<file path="config.mk">
export PLATFORM = sky130hd
export DESIGN_NAME = sr_ff_bank
export DESIGN_NICKNAME = d
export VERILOG_FILES = /design/src/rtl/sr_ff_bank.sv
export SDC_FILE = /design/constraint.sdc
export NUM_CORES = 1
export LEC_CHECK = 0
export ABC_AREA = 1
export BUFFER_PORTS_ARGS = -buffer_cell sky130_fd_sc_hd__buf_2
export CORE_ASPECT_RATIO = 1.5
export CORE_MARGIN = 2
export CORE_UTILIZATION = 45
export DETAILED_ROUTE_END_ITERATION = 7
export PLACE_DENSITY = 0.77
export SYNTH_ARGS = -nofsm -noshare
export SYNTH_HDL_FRONTEND = slang
export SYNTH_SLANG_ARGS = --single-unit
</file>
<file path="constraint.sdc">
create_clock -name clk -period 1.65 [get_ports clk]
set_input_delay 0.0825 -clock clk [delete_from_list [all_inputs] [get_ports clk]]
set_output_delay 0.0825 -clock clk [all_outputs]
set_load 0.02 [all_outputs]
</file>
<file path="src/rtl/sr_ff_bank.sv">
// ---------------------------------------------------------------------------
// sr_ff_bank
// Bank of WIDTH independent clocked set/reset flip-flops. These serve as
// general-purpose sticky status flags under one clock. Each channel has a
// clock enable, a synchronous reset and a selectable policy for S and R
// arriving together. An optional edge-sensitive input mode is available.
// The bank also reports per-bit change pulses and keeps a saturating count
// of edges on which any channel saw an S/R conflict.
//
// Parameters
//   WIDTH         number of SR channels
//   CONFLICT_MODE 0 set-dominant, 1 reset-dominant, 2 hold, 3 toggle
//   EDGE_MODE     0 level-sensitive S/R, 1 rising transitions only
//   RESET_VALUE   value loaded into q on reset
//   CNT_W         width of the conflict counter
//
// Ports
//   clk          rising-edge clock
//   rst          synchronous active-high reset
//   en           clock enable for q, edge history and pulses
//   s, r         per-channel set / reset requests
//   cnt_clr      synchronous clear of conflict_cnt
//   q, q_n       flip-flop state and its inverse
//   changed      one-cycle pulse per bit that flipped on the last edge
//   conflict     one-cycle pulse if any bit had S and R both active
//   conflict_cnt saturating count of conflict edges
// ---------------------------------------------------------------------------
module sr_ff_bank #(
   parameter int               WIDTH         = 8,
   parameter int               CONFLICT_MODE = 0,
   parameter int               EDGE_MODE     = 0,
   parameter logic [WIDTH-1:0] RESET_VALUE   = '0,
   parameter int               CNT_W         = 8
) (
   input  logic             clk,
   input  logic             rst,
   input  logic             en,
   input  logic [WIDTH-1:0] s,
   input  logic [WIDTH-1:0] r,
   input  logic             cnt_clr,
   output logic [WIDTH-1:0] q,
   output logic [WIDTH-1:0] q_n,
   output logic [WIDTH-1:0] changed,
   output logic             conflict,
   output logic [CNT_W-1:0] conflict_cnt
);

   localparam logic [CNT_W-1:0] CntMax = '1;

   logic [WIDTH-1:0] r_q;
   logic [WIDTH-1:0] r_sPrev;
   logic [WIDTH-1:0] r_rPrev;
   logic [WIDTH-1:0] r_changed;
   logic             r_conflict;
   logic [CNT_W-1:0] r_cnt;

   logic [WIDTH-1:0] w_se;
   logic [WIDTH-1:0] w_re;
   logic [WIDTH-1:0] w_conf;
   logic [WIDTH-1:0] w_confVal;
   logic [WIDTH-1:0] w_qNext;
   logic             w_anyConf;

   // Effective requests. In edge mode only a request that was low on the
   // previous enabled sample counts. Because the history resets to zero, a
   // request already high out of reset is seen as an edge.
   always_comb begin
      w_se = s;
      w_re = r;
      if (EDGE_MODE != 0) begin
         w_se = s & ~r_sPrev;
         w_re = r & ~r_rPrev;
      end
   end

   // Value taken by a bit whose set and reset are both active.
   always_comb begin
      w_confVal = '1;
      case (CONFLICT_MODE)
         1:       w_confVal = '0;
         2:       w_confVal = r_q;
         3:       w_confVal = ~r_q;
         default: w_confVal = '1;
      endcase
   end

   // Next state. Each bit falls into exactly one of hold, set, reset or
   // conflict, so these terms never overlap.
   always_comb begin
      w_conf    = w_se & w_re;
      w_anyConf = |w_conf;
      w_qNext   = (r_q & ~w_se & ~w_re) | (w_se & ~w_re) | (w_conf & w_confVal);
   end

   // Flag state, edge history and pulses. A disabled cycle holds state and
   // drops the pulses. Reset drops them as well, so the jump to
   // RESET_VALUE never shows up in changed.
   always_ff @(posedge clk) begin
      if (rst) begin
         r_q        <= RESET_VALUE;
         r_sPrev    <= '0;
         r_rPrev    <= '0;
         r_changed  <= '0;
         r_conflict <= 1'b0;
      end else if (en) begin
         r_q        <= w_qNext;
         r_sPrev    <= s;
         r_rPrev    <= r;
         r_changed  <= w_qNext ^ r_q;
         r_conflict <= w_anyConf;
      end else begin
         r_changed  <= '0;
         r_conflict <= 1'b0;
      end
   end

   // Conflict counter. A clear wins over a coincident increment, and the
   // count sticks at its maximum instead of wrapping.
   always_ff @(posedge clk) begin
      if (rst) begin
         r_cnt <= '0;
      end else if (cnt_clr) begin
         r_cnt <= '0;
      end else if (en && w_anyConf && (r_cnt != CntMax)) begin
         r_cnt <= r_cnt + CNT_W'(1);
      end
   end

   assign q            = r_q;
   assign q_n          = ~r_q;
   assign changed      = r_changed;
   assign conflict     = r_conflict;
   assign conflict_cnt = r_cnt;

endmodule

</file>
==> impl_metrics.env <==
export IMPL_num_io_pins=53
export IMPL_die_w_um=46.3
export IMPL_async_flop_share_pct=0
export IMPL_ys_seq_elements=25
export IMPL_nNetsFinal=243
export IMPL_portBuffers=52
export IMPL_synth_fa_ha_area_share_pct=1.04
export IMPL_n_antenna_cell=0
export IMPL_core_rowCount=23
export IMPL_r2r_end="conflict_cnt[6]"
export IMPL_synth_area_mux_share_pct=0
export IMPL_core_um2=2620
export IMPL_worstRegToRegCells=8
export IMPL_switching_share_pct=29.4
export IMPL_p_comb_share_pct=18.9
export IMPL_cts_resized_gates=0
export IMPL_area_growth_pct=28.8
export IMPL_period_minus_slack_ps=1360
export IMPL_synth_area_leaders="dfxtp_1 41%, nand2_1 11%, inv_1 6.5%, a21oi_1 5.0%, a211oi_1 5.0%"
export IMPL_critical_path_required_ps=1810
export IMPL_wl_per_cell_um=10.2
export IMPL_drive_gt1_share_pct=33.0
export IMPL_cp_max_fo=5
export IMPL_synthDistinctLibCells=21
export IMPL_grt_pass1_wl_um=4710
export IMPL_cts_tree="yes"
export IMPL_report_final_slew_viol_count=0
export IMPL_critPathCaptureType="register"
export IMPL_power_switching_uw=370
export IMPL_syn_nets=188
export IMPL_dpl_cell_count=254
export IMPL_first_global_vias=1162
export IMPL_worstMarginPinSlew_ps=272
export IMPL_path_class="register to register"
export IMPL_clock_latency_ps=270
export IMPL_min_path_type="input pin to register"
export IMPL_synth_compound_area_share_pct=16.4
export IMPL_num_fill_cells=265
export IMPL_synth_edf_count=0
export IMPL_gr_total_overflow=0
export IMPL_ctsHoldBuffers=0
export IMPL_dpl_hpwl_um=2070
export IMPL_clk_path_buf_depth=2
export IMPL_start_kind="register"
export IMPL_yosysMostFrequentCell="nand2_1"
export IMPL_avgViaCountPerCell=4.81
export IMPL_maxCapViolCount=0
export IMPL_clock_root_buffer="clkbuf_8"
export IMPL_clkTransAtPathRegs_ps=90
export IMPL_synthCells=167
export IMPL_hold_slack_ps=76.8
export IMPL_synth_top_family_by_area="simple AND/OR/NAND/NOR gates"
export IMPL_yosys_warnings=0
export IMPL_ir_worst_vdd_uv=499
export IMPL_numCtsBuffers=3
export IMPL_avgSynthCellArea_um2=7.22
export IMPL_clock_sinks=25
export IMPL_drcViolationCount=0
export IMPL_yosysTopAreaCell="dfxtp_1"
export IMPL_start_util_pct=46.1
export IMPL_p_int_uw=888
export IMPL_cp_arrival_ps=1530
export IMPL_reg2reg_from="conflict_cnt[1]"
export IMPL_seq_power_share_pct=51.9
export IMPL_drt_first_pass_iters=3
export IMPL_cp_startpoint="conflict_cnt[1]"
export IMPL_synth_top_area_share_pct=41.5
export IMPL_htreeDepth=1
export IMPL_dieArea_um2=3120
export IMPL_synthSimpleGateAreaFrac_pct=31.3
export IMPL_cts_setup_buffers=0
export IMPL_stdcell_count=258
export IMPL_fmax_ghz=0.734
export IMPL_vias=1240
export IMPL_slew_headroom_pct=81.8
export IMPL_p_leak_uw=0.000763
export IMPL_synthTopCellsByCount="35 x nand2_1, 25 x dfxtp_1, 21 x inv_1, 15 x nor2_1, 12 x a21oi_1"
export IMPL_setup_violations=0
export IMPL_rsz0062_at_grt="false"
export IMPL_synthXorXnorAreaFrac_pct=0.726
export IMPL_p_clk_share_pct=29.1
export IMPL_status="finished, final reports clean"
export IMPL_fin_crit_sh_pct=82.6
export IMPL_fin_tns_setup_ps=0
export IMPL_worstSetupEndpoint="conflict_cnt[6]"
export IMPL_drt_iter0_markers=18
export IMPL_antenna_found_initial=0
export IMPL_finalWeightedCongestion=0.864
export IMPL_powerDensity_nw_per_um2=809
export IMPL_ant_nets=0
export IMPL_synth_sequential_area_ratio_pct=41.5
export IMPL_grt_max_degree=16
export IMPL_die_y_um=67.4
export IMPL_final_hold_viol_count=0
export IMPL_finalClockSkew_ps=5.58
export IMPL_wirelength_um=2630
export IMPL_synth_ff_type="dfxtp_1"
export IMPL_grt_use_total_pct=20.0
export IMPL_regToRegSetupSlack_ps=290
export IMPL_netlist_area_um2=1210
## logic make-up after synthesis
group,Yosys count
AO/OA/AOI/OAI,33
buffers and inverters,28
adder cells (fa/ha/maj),1
AND/OR/NAND/NOR,79
XOR/XNOR,1
flip-flops,25
## stage by stage
stage | worst slack [ps] | cell area (um2) | util, % | total power, uW
floorplan | 228 | 1210 | - | 815
global placement | 343 | 1510 | 57.5 | 905
detailed placement | 298 | 1510 | 57.5 | 906
CTS | 278 | 1550 | 59.3 | 1280
global route | 82.2 | 1550 | 59.3 | 1330
finish | 287 | 1550 | 59.3 | 1260
## worst max-delay path, cell delays in order (launching register included)
cell and delay (ps):
dfxtp_1 420, ha_1 240, nand2_2 90, inv_1 70, nand2_1 40, nor2_1 120
nand2_1 60, nor3_1 160, nor2_1 60
## state kept, by name, indices dropped and copies added, names as in the netlist
| register | flops |
|---|---|
| changed | 8 |
| conflict | 1 |
| conflict_cnt | 8 |
| q | 8 |
## per-layer routing
layer | GRT usage, % | share of wire (%) | wire length, um
met1 | 25.8 | 44 | 1160
met2 | 32.1 | 50 | 1330
met3 | 2.67 | 4.0 | 104
met4 | 9.29 | 1.7 | 44
met5 | 0 | 0 | 0
## worst min path at each step
stage / startpoint / end / slack (ps) / cells after the start
floorplan: cnt_clr / conflict_cnt[6] / 240 / 3
detailed placement: cnt_clr / conflict_cnt[6] / 370 / 4
global placement: cnt_clr / conflict_cnt[6] / 360 / 4
global route: s[2] / changed[2] / 90 / 3
finish: cnt_clr / conflict_cnt[2] / 80 / 4
CTS: cnt_clr / conflict_cnt[6] / 70 / 4
## power groups by stage
stage / registers (uW) / clock network, uW / logic [uW]
2_1_floorplan: 704 / 0 / 111
3_3_place_gp: 667 / 0 / 238
3_5_place_dp: 667 / 0 / 239
4_1_cts: 653 / 385 / 240
5_1_grt: 658 / 403 / 267
6_report: 653 / 367 / 238
## placed cells by master (no fill, tap or decap), types with 4 or more instances in the layout
cell,n
a211oi_1,8
a21oi_1,12
buf_2,52
dfxtp_1,25
inv_1,21
nand2_1,35
nand2_2,4
nand3_1,7
nand4_1,8
nor2_1,15
nor2_2,5
o21ai_1,8
o21bai_1,5
## layout make-up
| class | count | area [um2] | share of cell area [%] |
|---|---|---|---|
| timing repair buffer | 53 | 268 | 17.2 |
| clock inverter | 1 | 7.51 | 0.483 |
| clock buffer | 3 | 41.3 | 2.66 |
| tap | 37 | 46.3 | 2.98 |
| sequential | 25 | 500 | 32.2 |
| inverter | 25 | 93.8 | 6.04 |
| multi-input combinational | 114 | 597 | 38.4 |
(Power assumes the default switching activity.)
